==> src/rtl/fp_div_sqrt_scheduler.sv <==
// fp_div_sqrt_scheduler
//   Tracks a pool of NUM_CH iterative divide/sqrt channels. A requester
//   reserves a FREE channel (round-robin search), then starts a divide or a
//   square root on it. The channel counts down its latency and holds the
//   result until released. A selective flush by active-list range, or a full
//   flush, returns a channel to FREE from any state.
//
// Ports
//   clk           clock, all state on rising edge
//   rst           asynchronous active-low reset
//   acq_req       request to reserve a channel
//   acq_al_ptr    active-list index of the requester
//   acq_grant     reservation accepted this cycle (combinational)
//   acq_ch        granted channel, 0 when no grant
//   start         per-channel operation start
//   start_is_div  per-channel op select, 1 = divide, 0 = sqrt
//   release_ch    per-channel result consumed ("release" is a reserved word)
//   flush_valid   selective flush this cycle
//   flush_all     flush every channel (qualified by flush_valid)
//   flush_head    flush range head, inclusive
//   flush_tail    flush range tail, exclusive
//   ch_free, ch_reserved, ch_busy, ch_finished  registered state decode
//   any_free      OR of ch_free
module fp_div_sqrt_scheduler #(
  parameter int unsigned NUM_CH   = 2,
  parameter int unsigned AL_IDX_W = 6,
  parameter int unsigned DIV_LAT  = 12,
  parameter int unsigned SQRT_LAT = 16
) (
  input  logic                                      clk,
  input  logic                                      rst,
  input  logic                                      acq_req,
  input  logic [AL_IDX_W-1:0]                       acq_al_ptr,
  output logic                                      acq_grant,
  output logic [(NUM_CH > 1 ? $clog2(NUM_CH) : 1)-1:0] acq_ch,
  input  logic [NUM_CH-1:0]                         start,
  input  logic [NUM_CH-1:0]                         start_is_div,
  input  logic [NUM_CH-1:0]                         release_ch,
  input  logic                                      flush_valid,
  input  logic                                      flush_all,
  input  logic [AL_IDX_W-1:0]                       flush_head,
  input  logic [AL_IDX_W-1:0]                       flush_tail,
  output logic [NUM_CH-1:0]                         ch_free,
  output logic [NUM_CH-1:0]                         ch_reserved,
  output logic [NUM_CH-1:0]                         ch_busy,
  output logic [NUM_CH-1:0]                         ch_finished,
  output logic                                      any_free
);

  localparam int unsigned CH_W    = (NUM_CH > 1) ? $clog2(NUM_CH) : 1;
  localparam int unsigned MAX_LAT = (DIV_LAT > SQRT_LAT) ? DIV_LAT : SQRT_LAT;
  localparam int unsigned CNT_W   = $clog2(MAX_LAT);

  typedef enum logic [1:0] {
    ST_FREE     = 2'd0,
    ST_RESERVED = 2'd1,
    ST_BUSY     = 2'd2,
    ST_WAITING  = 2'd3
  } ch_state_e;

  ch_state_e           state_q [NUM_CH];
  ch_state_e           state_d [NUM_CH];
  logic [AL_IDX_W-1:0] owner_q [NUM_CH];
  logic [AL_IDX_W-1:0] owner_d [NUM_CH];
  logic [CNT_W-1:0]    cnt_q   [NUM_CH];
  logic [CNT_W-1:0]    cnt_d   [NUM_CH];
  logic [CH_W-1:0]     rr_q;
  logic [CH_W-1:0]     rr_d;

  logic [NUM_CH-1:0]   free_vec;
  logic [NUM_CH-1:0]   flush_hit;
  logic                acq_flushed;
  logic                free_found;
  logic                grant;
  logic [CH_W-1:0]     grant_ch;

  // Circular active-list range [head, tail); head == tail is empty.
  function automatic logic in_range(input logic [AL_IDX_W-1:0] head,
                                    input logic [AL_IDX_W-1:0] tail,
                                    input logic [AL_IDX_W-1:0] p);
    if (head < tail)
      return (p >= head) && (p < tail);
    else if (head > tail)
      return (p >= head) || (p < tail);
    else
      return 1'b0;
  endfunction

  always_comb begin
    flush_hit = '0;
    for (int unsigned i = 0; i < NUM_CH; i++) begin
      flush_hit[i] = flush_valid & (flush_all | in_range(flush_head, flush_tail, owner_q[i]));
    end
    acq_flushed = flush_valid & (flush_all | in_range(flush_head, flush_tail, acq_al_ptr));
  end

  // Round-robin search done as two linear passes (rr..N-1, then 0..rr-1)
  // so no modulo index is needed.
  always_comb begin
    free_vec   = '0;
    free_found = 1'b0;
    grant_ch   = '0;
    for (int unsigned j = 0; j < NUM_CH; j++) begin
      free_vec[j] = (state_q[j] == ST_FREE);
    end
    for (int unsigned j = 0; j < NUM_CH; j++) begin
      if (!free_found && (j >= 32'(rr_q)) && free_vec[j]) begin
        free_found = 1'b1;
        grant_ch   = CH_W'(j);
      end
    end
    for (int unsigned j = 0; j < NUM_CH; j++) begin
      if (!free_found && (j < 32'(rr_q)) && free_vec[j]) begin
        free_found = 1'b1;
        grant_ch   = CH_W'(j);
      end
    end
  end

  // Reset level gates the grant so nothing is offered while held in reset.
  always_comb begin
    grant     = rst & acq_req & free_found & ~acq_flushed;
    acq_grant = grant;
    acq_ch    = grant ? grant_ch : '0;
    rr_d      = rr_q;
    if (grant) begin
      if (grant_ch == CH_W'(NUM_CH - 1))
        rr_d = '0;
      else
        rr_d = grant_ch + CH_W'(1);
    end
  end

  always_comb begin
    for (int unsigned i = 0; i < NUM_CH; i++) begin
      state_d[i] = state_q[i];
      owner_d[i] = owner_q[i];
      cnt_d[i]   = cnt_q[i];
      if (flush_hit[i] && (state_q[i] != ST_FREE)) begin
        state_d[i] = ST_FREE;
        cnt_d[i]   = '0;
      end else begin
        case (state_q[i])
          ST_FREE: begin
            if (grant && (grant_ch == CH_W'(i))) begin
              state_d[i] = ST_RESERVED;
              owner_d[i] = acq_al_ptr;
            end
          end
          ST_RESERVED: begin
            if (start[i]) begin
              state_d[i] = ST_BUSY;
              cnt_d[i]   = start_is_div[i] ? CNT_W'(DIV_LAT - 1) : CNT_W'(SQRT_LAT - 1);
            end
          end
          ST_BUSY: begin
            if (cnt_q[i] == '0)
              state_d[i] = ST_WAITING;
            else
              cnt_d[i] = cnt_q[i] - CNT_W'(1);
          end
          ST_WAITING: begin
            if (release_ch[i])
              state_d[i] = ST_FREE;
          end
          default: state_d[i] = ST_FREE;
        endcase
      end
    end
  end

  always_ff @(posedge clk or negedge rst) begin
    if (!rst) begin
      rr_q <= '0;
      for (int unsigned i = 0; i < NUM_CH; i++) begin
        state_q[i] <= ST_FREE;
        owner_q[i] <= '0;
        cnt_q[i]   <= '0;
      end
    end else begin
      rr_q <= rr_d;
      for (int unsigned i = 0; i < NUM_CH; i++) begin
        state_q[i] <= state_d[i];
        owner_q[i] <= owner_d[i];
        cnt_q[i]   <= cnt_d[i];
      end
    end
  end

  always_comb begin
    ch_free     = '0;
    ch_reserved = '0;
    ch_busy     = '0;
    ch_finished = '0;
    for (int unsigned i = 0; i < NUM_CH; i++) begin
      ch_free[i]     = (state_q[i] == ST_FREE);
      ch_reserved[i] = (state_q[i] == ST_RESERVED);
      ch_busy[i]     = (state_q[i] == ST_BUSY);
      ch_finished[i] = (state_q[i] == ST_WAITING);
    end
    any_free = |ch_free;
  end

endmodule

==> config.mk <==
export PLATFORM = sky130hd
export DESIGN_NAME = fp_div_sqrt_scheduler
export DESIGN_NICKNAME = d
export VERILOG_FILES = /design/src/rtl/fp_div_sqrt_scheduler.sv
export SDC_FILE = /design/constraint.sdc
export NUM_CORES = 1
export LEC_CHECK = 0
export CAP_MARGIN = 20
export CORE_ASPECT_RATIO = 0.6
export CORE_MARGIN = 10
export CORE_UTILIZATION = 55
export CTS_BUF_LIST = sky130_fd_sc_hd__clkbuf_8
export CTS_CLUSTER_SIZE = 28
export DETAILED_ROUTE_END_ITERATION = 10
export PLACE_DENSITY = 0.86
export SYNTH_ARGS = -nofsm -noshare
export SYNTH_HDL_FRONTEND = slang
export SYNTH_SLANG_ARGS = --single-unit
==> constraint.sdc <==
create_clock -name clk -period 5.1 [get_ports clk]
set_input_delay 0.765 -clock clk [delete_from_list [all_inputs] [get_ports clk]]
set_output_delay 0.765 -clock clk [all_outputs]
set_load 0.02 [all_outputs]
Word-level counts from Yosys, hierarchy flattened --
Index checks and enable logic that the tools add are counted.
Storage, ports and cells: memory bits (writable) 0, register bits 25, word-level logic and storage cells 115, ROM bits 0, output and inout bits 11, memories 0, latch bits 0, bits of input ports 29
Operators by class: mux-type cells 35, magnitude comparators 10, add/sub/neg operators 3, bitwise gates (word level) 13, multipliers 0, reduce and logical (&&, ||, !) cells 31, div/mod/pow operators 0, shift-type cells 0, equality and inequality tests 16
Operators with widths (count):
- less-than comparator 6 bit | 4
- 2-to-1 mux 4 bit | 6
- 2-to-1 mux 2 bit | 10
- greater-or-equal comparator 6 bit | 3
- case mux 2 bit (4 select lines) | 2
- case mux 4 bit (2 select lines) | 2
- 2-to-1 mux 1 bit | 13
- inequality test 3 x 1 -> 1 bit (second input constant) | 4
- inequality test 3 x 2 -> 1 bit (second input constant) | 4
- AND reduction 3 bit | 4
- logical AND 1 bit | 11
- == test 2 bit (second input constant) | 4
- zero test 4 bit | 2
- AND reduction 4 bit | 2
- subtractor 4 x 1 -> 4 bit (second input constant) | 2
- AND 1 bit | 6
- > comparator 6 bit | 1
- 2-to-1 mux 3 bit | 2
- inequality test 3 bit (second input constant) | 2
- nonzero test 3 bit | 2
- == test 2 x 1 -> 1 bit (second input constant) | 2
- zero test 2 bit | 2
- NOT 1 bit | 4
- nonzero test 2 bit | 2
- other kinds (7) | 12

Depth between registers and ports, before layout --
depth after elaboration 16, mapped depth 9, gate-level depth less buffers 9

Worst setup path before layout --
Ideal clock, no wire load.
kind input port to output port, from in flush_tail[3], to out acq_grant, path buffers 0, slack 1.505 ns, cell stages on the path 8, arrival time 2.830 ns, required time 4.335 ns, path through inv_1 > ha_1 > a211oi_2 > nor2_1 > o32a_1 > o211a_1 > o41a_1 > nor3b_1
Between the ends: longest elaborated chain between the ends 8, elaborated cells on any way between the ends 11, classes of those cells order compare: 3; mux: 2; bitwise: 4; reduce/logical: 2
RTL lines:
- from (decl) | RTL line 42 | input logic [AL_IDX_W-1:0] flush_tail,
- less-than comparator 6 bit | RTL line 82, 84
- logical OR 1 bit | RTL line 84 | return (p >= head) || (p < tail);
- 2-to-1 mux 1 bit | RTL line 83 | else if (head > tail)
- 2-to-1 mux 1 bit * | RTL line 81 | if (head < tail)
- OR 1 bit * | RTL line 94 | acq_flushed = flush_valid & (flush_all | in_range(flush_head, flush_tail, acq_al_ptr));
- AND 1 bit * | RTL line 94
- NOT 1 bit * | RTL line 122 | grant = rst & acq_req & free_found & ~acq_flushed;
- AND 1 bit * | RTL line 122
- to (decl) | RTL line 34 | output logic acq_grant,
Every way passes the cells marked *; elsewhere a longest branch is shown, timed or not.

Final worst setup path --
from in flush_head[3], to out acq_grant
Between the ends: longest elaborated chain between the ends 8, elaborated cells on any way between the ends 11, classes of those cells order compare: 3; mux: 2; bitwise: 4; reduce/logical: 2
RTL lines:
- from (decl) | RTL line 41 | input logic [AL_IDX_W-1:0] flush_head,
- greater-or-equal comparator 6 bit | RTL line 82, 84
- logical OR 1 bit | RTL line 84
- 2-to-1 mux 1 bit | RTL line 83
- 2-to-1 mux 1 bit * | RTL line 81
- OR 1 bit * | RTL line 94
- AND 1 bit * | RTL line 94
- NOT 1 bit * | RTL line 122
- AND 1 bit * | RTL line 122
Marks and branches as above.

==> reports/metrics.cfg <==
[layout]
final_cell_area_um2=2960
antenna_cells=0
syn_to_final_growth_pct=21.1
nFillCells=323
mostFrequentLayoutCells=ha_1, clkdlybuf4s50_1, inv_1
final_nets=388
drive_above_1_share_pct=7.84
final_common_cell=ha_1
finalNonFillerCells=366

[global_routing]
grt_use_met2_pct=26.6
grt_overflow=0
antenna_found_initial=0
gr-usage-met1_pct=24.2
grt_max_degree=26
busiest_layer=met2
met3_usage_pct=4.73
grt_pass1_vias=2181
track_usage_pct=17.8
grt_pass1_wl_um=11100

[placed_design]
port_buffers=39
post-dp-hpwl_um=5540
dp.cells=362
place_congestion=0.951
placed_cell_area_um2=2910

[route]
vias_per_cell=6.13
vias=2243
final_antenna_net_count=0
drtIter0Drc=195
route.detailed.drc=0
wire_per_inst_um=18.5
wl_um=6760
drt_first_pass_iters=5

[run]
drv_cap=0

[yosys]
async_flop_share_pct=100
yosys.area_share.simple_pct=17.5
synth-adder-area-share_pct=26.6
ys_warn_count=0
netlist_area_um2=2440
synth_top_family_by_area=adder cells
synth_edf_count=0
ys_ff_latch=25
avgSynthCellArea_um2=9.30
ys_types=53
synth_nets=344
synth_top_cell_by_area=ha_1
synth_top_flop_cell=dfrtp_1
yosysSeqAreaShare_pct=25.6
netlist.area_leader.share_pct=26.6
muxShareOfSynthArea_pct=5.83
synth_compound_area_share_pct=19.5
syn_inst=263
synth_xor_area_share_pct=0
synthTopCellsByArea=ha_1, dfrtp_1, inv_1

[cts]
cts_buffers=3
cts_root_buf=clkbuf_8
cts.clk_slew.worst_paths_ns=0.09
clk_latency_ns=0.28
cts_resized=0
cts_setup_buffers=0
cts_tree=built
cts.sinks=25
ctsHoldBuffers=0
cts_htree_levels=1
max-clock-path-buffers=2

[timing]
setup_tns_ns=0
worst_slew_margin_rel_pct=37.4
min_period_ns=4.64
slew_violations=0
rsz0062_at_grt=false
setup-violations-final=0
fin_skew_ns=0.00723
tightest_slew_ns=0.931
finalCritPeriodShare_pct=91.0
fmax_ghz=0.216
hold_viol=0

[hold_path]
hold_class=reg2reg

[die]
start_util_pct=58.4
die_area_um2=7600
core_um2=4190
top_level_ports=40
die_w_um=106
rows=18
die_y_um=71.6

[critical_path]
critPathMaxFanout=3
worstPathRequired_ns=4.34
cp_top_family=buffers and inverters
cpMostUsedCell=clkdlybuf4s50_1
endpoint_kind=output port
critical_path_arrival_ns=3.88
crit_type=in2out
path_buf_inv=3
slowest_stage=clkdlybuf4s50_1
slowest_delay_ns=0.68
crit_chain=clkdlybuf4s50_1 -> inv_1 -> ha_1 -> a21o_1 -> a211oi_1 -> o21ai_1 -> nor4b_2 -> o41a_1 -> nor3b_1 -> clkdlybuf4s50_1
start_kind=primary input

[power_and_ir_drop]
total_power_mw=1.37
power-per-cell-area_nw_per_um2=462
ir_worst_vdd_uv=273
p_leak_nw=1.36

[outcome]
status=complete, no violations

## report_power, final
group	internal, mW	switching (mW)	leakage [nW]	total (mW)
Combinational	0.386	0.469	1.03	0.856
Sequential	0.296	0.0937	0.300	0.390
Clock	0.0548	0.0660	0.0255	0.121
## flip-flops by register name, summed over array words and instances, names as in the netlist
register	cells
cnt_q	8
state_q	4
rr_q	1
owner_q	12
## path summary, 6_finish.rpt
kind,startpoint,to,slack [ns],cells past startpoint
max,flush_head[3],acq_grant,0.46,10
min,cnt_q[0],cnt_q[0],0.52,1
max reg2reg,owner_q[8],state_q[2],2.14,8
min reg2reg,cnt_q[0],cnt_q[0],0.52,1
max in group asynchronous,rst,state_q[3],3.86,2
min in group asynchronous,rst,owner_q[1],0.99,2
## kinds of logic after synthesis
family	after synthesis
DFF	25
muxes	13
buffers and inverters	32
AOI/OAI and AO/OA	65
and+or+nand+nor	76
adders and majority gates	52
## metrics by stage
stage / util [%] / hold WS, ns / setup WS (ns)
6_report: 70.7 / 0.517 / 0.460
2_1_floorplan: - / 0.469 / 1.51
3_3_place_gp: 69.6 / 0.501 / 0.621
4_1_cts: 70.7 / 0.514 / 0.489
5_1_grt: 70.7 / 0.535 / 0.283
3_5_place_dp: 69.6 / 0.500 / 0.514
## area by class of cell
type | count | area (um2) | area share, %
clock buffer | 3 | 41.3 | 1.39
sequential | 25 | 626 | 21.1
clock inverter | 1 | 5.00 | 0.169
timing repair buffer | 40 | 398 | 13.4
inverter | 31 | 116 | 3.93
multi-input combinational | 206 | 1700 | 57.4
tap | 60 | 75.1 | 2.54
## synth_stat cells, types with 2 or more instances
| master | n |
|---|---|
| ha_1 | 52 |
| inv_1 | 31 |
| dfrtp_1 | 25 |
| nor2_1 | 14 |
| a21oi_1 | 12 |
| nand2_1 | 11 |
| mux2_2 | 10 |
| nand2b_1 | 10 |
| nand3_1 | 9 |
| o21ai_0 | 9 |
| nor3_1 | 7 |
| a211oi_1 | 6 |
| or3_1 | 5 |
| nor2b_1 | 4 |
| a21o_1 | 3 |
| a31oi_1 | 3 |
| and2_1 | 3 |
| mux2i_1 | 3 |
| a2111oi_0 | 2 |
| a22o_1 | 2 |
| a22oi_1 | 2 |
| a32oi_1 | 2 |
| nor3b_1 | 2 |
| nor4_1 | 2 |
| o2111ai_1 | 2 |
| o21a_1 | 2 |
| o22ai_1 | 2 |
| o31ai_1 | 2 |
| o32ai_1 | 2 |
## layer usage
layer | routed length (um) | share of wire [%]
met5 | 0 | 0
met4 | 127 | 1.9
met3 | 525 | 7.8
met2 | 2900 | 43
met1 | 3210 | 47
Note: power is estimated with default switching activity, not from simulation.
==> edit 1, RTL diff (same flow settings) <==
The parameter `SQRT_LAT` goes from 16 to 32.
--- a/src/rtl/fp_div_sqrt_scheduler.sv
+++ b/src/rtl/fp_div_sqrt_scheduler.sv
@@ -26,5 +26,5 @@
   parameter int unsigned AL_IDX_W = 6,
   parameter int unsigned DIV_LAT  = 12,
-  parameter int unsigned SQRT_LAT = 16
+  parameter int unsigned SQRT_LAT = 32
 ) (
   input  logic                                      clk,
Formal check against the unedited RTL: no difference found for any inputs over 4 cycles, from zero or initial values and one cycle with rst low; that may be too few to reach the edited logic, so the function may still have changed.
==> edit 1 against the unedited design <==
  * Worst setup slack gained 0.20 ns
  * Total power is 5.6% higher
  * Routed wire length is 4.6% lower
  * Sequential cell count is 2 higher
  * First-iteration DRC count shrank 19%
  * Non-clock buffer count stayed put
  * Sequential share of layout area rose by 0.74 points
  * Area after synthesis grew 5.1%
  * Cell area rose by 4.4%
  * Count of clock-buffer cells in the layout unchanged
  * Highest routed layer unchanged
==> edit 1: results (changes against the unedited design) <==
| Metric | Value |
|---|---|
| Vias in the first global route | 2193 (+0.55%) |
| CP max stage cell | clkdlybuf4s50_1 |
| CTS Buffer Depth | 2 (unchanged) |
| Syn Inst Count | 271 (+3.0%) |
| Cts bufs inserted | 3 (unchanged) |
| CTS clk-pin slew, worst paths | 0.10 ns |
| R2R depth | 9 (+1) |
| Reg-to-reg setup timing slack | 2.26 ns (+0.12 ns) |
| Tot GR Track Use | 16.8% (-0.98 points) |
| Postcts setup bufs | 0 (unchanged) |
| Biggest regs | owner_q: 12 flops, cnt_q: 10 flops, state_q: 4 flops |
| CTS root buffer | clkbuf_8 |
| Maximum VDD drop | 0.397 mV (+45%) |
| Largest net degree at the start of global routing | 29 (+12%) |
| WL/cell | 17.1 um (-7.4%) |
| Final setup fails | 0 (unchanged) |
| Top cells by count, synth | ha_1, inv_1, dfrtp_1 |
| Crit-path max FO | 4 (+1) |
| GPL Wtd Cong | 0.945 (-0.60%) |
| Critical Path AT | 3.68 ns (-0.20 ns) |
| Final WL | 6440 um (-4.6%) |
| Worst skew pair latency | 0.28 ns (about the same) |
| Placed Instances | 373 (+3.0%) |
| Status | complete, no violations |
| R2R Path Start | owner_q[6] |
| Crit path largest cell delay | 0.67 ns |
| Fraction of the yosys area taken by sequential cells | 26.3% (+0.70 points) |
| Nets | 396 (+2.1%) |
| Min Tclk post-route | 4.44 ns (-0.196 ns) |
| GR Util met2 | 25.1% (-1.4 points) |
| FF-to-FF End | state_q[2] |
| Fill count | 365 (+13%) |
| Final HPWL DP | 5190 um (-6.3%) |
| Fraction of layout cells with a size suffix above 1 | 8.60% (+0.76 points) |
| Met1 usage | 24.7% (+0.57 points) |
| Dpl cell area | 3040 um2 (+4.4%) |
| Drt pass-1 iters | 4 (-1) |
| TritonCTS sink count | 27 (+8.0%) |
| Yosys cell types | 51 (-3.8%) |
| P_leak | 1.44 nW (+5.9%) |
| Worst clock skew | 0.00986 ns (+0.00263 ns) |
| DR iter-0 viols | 158 (-19%) |
| First-pass GRT wire length | 10900 um (-2.4%) |
| HP Class | reg2reg |
| Pin slew with the least headroom to its limit | 0.950 ns (+0.0186 ns) |
| Antenna violations before repair | 0 (unchanged) |
| Vias per Instance | 5.88 (-4.1%) |
| Mapped Nets | 352 (+2.3%) |
| Pre-CTS WS | 0.650 ns (+0.135 ns) |
| Synth area leaders | dfrtp_1, ha_1, inv_1 |
| GR Util met3 | 3.70% (-1.0 points) |
[edit 1: changes by cell type in the layout (fill, tap and decap cells not counted), moves of 3 or more]
cell      change
nor2_1        -5
and2_1        -3
or3_1         -5
mux2_4        +5
mux2_2        -5
nand2b_1      -3
a21oi_1       +3
nand2_1       +3
a221oi_1      +7
o21ai_0      +11
[edit 1: area by class of cell]
type	instances	area (um2)	area share (%)
multi-input cells	210	1770	57.2
flip-flops and latches	27	676	21.9
repair buffers	40	398	12.9
inverters	33	124	4.01
well taps	63	78.8	2.55
clock buffers	3	41.3	1.34
clock inverters	1	5.00	0.162
[edit 1: worst min path at each step]
stage | startpoint | to | slack (ns) | cells past startpoint
final | cnt_q[0] | cnt_q[0] | 0.52 | 1
after detailed placement | cnt_q[0] | cnt_q[0] | 0.51 | 1
after global placement | cnt_q[0] | cnt_q[0] | 0.50 | 1
after CTS | cnt_q[0] | cnt_q[0] | 0.52 | 1
after floorplan | rst | cnt_q[0] | 0.47 | 0
after global routing | cnt_q[0] | cnt_q[0] | 0.55 | 1
[edit 1: routing by layer]
| metal | part of all wire, % | wire length (um) | vias to the layer above |
|---|---|---|---|
| li1 | - | - | 1107 |
| met1 | 49 | 3190 | 1031 |
| met2 | 42 | 2680 | 73 |
| met3 | 8.5 | 547 | 4 |
| met4 | 0.34 | 22 | 0 |
| met5 | 0 | 0 | - |
[edit 1: cell families (layout without fill, tap and decap cells)]
kind of cell	after synthesis	count (layout)	synth area share (%)
AND/OR/NAND/NOR	70	70	15.5
buffers and inverters	34	77	4.97
flip-flops	27	27	26.3
multiplexers	13	13	6.28
adder cells (fa/ha/maj)	52	52	25.3
AO/OA/AOI/OAI	75	75	21.7
[edit 1: critical path, delay by kind of cell]
family	cells	cell delay (ns)
fa+ha+maj	1	0.30
buf+inv	3	1.23
simple gates	3	0.66
compound gates	3	0.73
[edit 1: where the power goes]
group	switching (mW)	internal [mW]	leakage (nW)
sequential	0.0934	0.317	0.328
clock	0.0728	0.0550	0.0255
combinational	0.497	0.408	1.09
total	0.663	0.780	1.44
==> edit 2, RTL diff (same flow settings) <==
Made on the original files. Register the input `start_is_div` before use. The logic sees it one clock later. The other inputs are not delayed to match.
--- a/src/rtl/fp_div_sqrt_scheduler.sv
+++ b/src/rtl/fp_div_sqrt_scheduler.sv
@@ -59,4 +59,10 @@
   } ch_state_e;
 
+  logic [NUM_CH-1:0] start_is_div_q;
+
+  always_ff @(posedge clk) begin
+    start_is_div_q <= start_is_div;
+  end
+
   ch_state_e           state_q [NUM_CH];
   ch_state_e           state_d [NUM_CH];
@@ -151,5 +157,5 @@
             if (start[i]) begin
               state_d[i] = ST_BUSY;
-              cnt_d[i]   = start_is_div[i] ? CNT_W'(DIV_LAT - 1) : CNT_W'(SQRT_LAT - 1);
+              cnt_d[i]   = start_is_div_q[i] ? CNT_W'(DIV_LAT - 1) : CNT_W'(SQRT_LAT - 1);
             end
           end
Behaviour: same outputs for any inputs over 4 cycles, from zero or initial values and one cycle with rst low; that may be too few to reach the edited logic, so the function may still have changed.
==> edit 2 against the unedited design <==
  * Area after synthesis rose by 0.10%
  * Routed wire length fell by 1.7%
  * Combinational power rose by 6.4%
  * Worst setup slack improved by 0.11 ns
  * Core utilization rose by 0.12 points
  * Cell area rose by 0.17%
  * Total power rose by 6.0%
  * Sequential cell count rose by 2
  * Register-to-register slack barely moved
  * Critical endpoint unchanged
==> edit 2: results (changes against the unedited design) <==
| Metric | Value |
|---|---|
| Met2 routed WL | 2690 um (-7.1%) |
| Placed Instances | 356 (-1.7%) |
| Crit-path max FO | 4 (+1) |
| Net switching fraction of the power | 45.4% (-0.66 points) |
| Final HPWL DP | 5620 um (+1.4%) |
| Met3 Wirelength | 600 um (+14%) |
| GPL Wtd Cong | 0.974 (+2.4%) |
| Worst Hold Path EP | cnt_q[4] |
| Final worst-path cycle share | 88.8% (-2.2 points) |
| Final WL | 6640 um (-1.7%) |
| Syn Inst Count | 256 (-2.7%) |
| Synth Area in Adders | 26.6% (-0.027 points) |
| Dpl cell area | 2920 um2 (+0.21%) |
| Fraction of layout cells with a size suffix above 1 | 8.67% (+0.82 points) |
| Pin slew with the least headroom to its limit | 0.843 ns (-0.0886 ns) |
| Via count | 2137 (-4.7%) |
| Tot GR Track Use | 18.1% (+0.28 points) |
| Final hold slack | 0.537 ns (+0.0201 ns) |
| Pre-CTS WS | 0.640 ns (+0.125 ns) |
| Routed length on met1 | 3310 um (+3.1%) |
| HP Start | cnt_q[4] |
| Post-synthesis compound-gate area fraction | 20.3% (+0.75 points) |
| CP max stage cell | a2111oi_0 |
| Yosys cell types | 51 (-3.8%) |
| Critical Path AT | 3.77 ns (-0.11 ns) |
| Asr flop ratio synth | 92.6% (-7.4 points) |
| Largest net degree at the start of global routing | 27 (+3.8%) |
| Mux share of post-synthesis cell area | 5.83% (-0.0060 points) |
| Status | complete, no violations |
| P_leak | 1.38 nW (+1.6%) |
| Crit-path leading delay family | compound AO/OA/AOI/OAI gates |
| First-pass GRT wire length | 11300 um (+1.5%) |
| GR Util met3 | 3.48% (-1.2 points) |
| R2R Path Start | owner_q[0] |
| Yosys top cell area share | 26.6% (-0.027 points) |
| Nets | 382 (-1.5%) |
| Worst clock skew | 0.00396 ns (-0.00326 ns) |
| GR Util met2 | 25.5% (-1.0 points) |
| Top cells by count, synth | ha_1, inv_1, dfrtp_1 |
| R2R depth | 9 (+1) |
-- edit 2: cells by family (layout without fill, tap and decap cells) --
logic type                 count (synthesis)  in the layout
AOI/OAI and AO/OA                         67             67
DFF                                       27             27
buffers and inverters                     30             74
adders and majority gates                 52             52
muxes                                     13             13
and+or+nand+nor                           67             67
-- edit 2: cell type report --
| cell class | instances | area [um2] |
|---|---|---|
| clock buffers | 3 | 41.3 |
| clock inverters | 1 | 3.75 |
| fillers | 351 | 1220 |
| inverters | 30 | 113 |
| multi-input cells | 199 | 1670 |
| flip-flops and latches | 27 | 666 |
| well taps | 60 | 75.1 |
| repair buffers | 40 | 398 |
-- edit 2: power groups by stage --
stage	Clock (mW)	Combinational (mW)	Sequential [mW]
4_1_cts	0.125	0.902	0.411
6_report	0.122	0.911	0.415
3_3_place_gp	0	0.860	0.411
3_5_place_dp	0	0.898	0.416
5_1_grt	0.133	1.03	0.429
2_1_floorplan	0	0.641	0.380
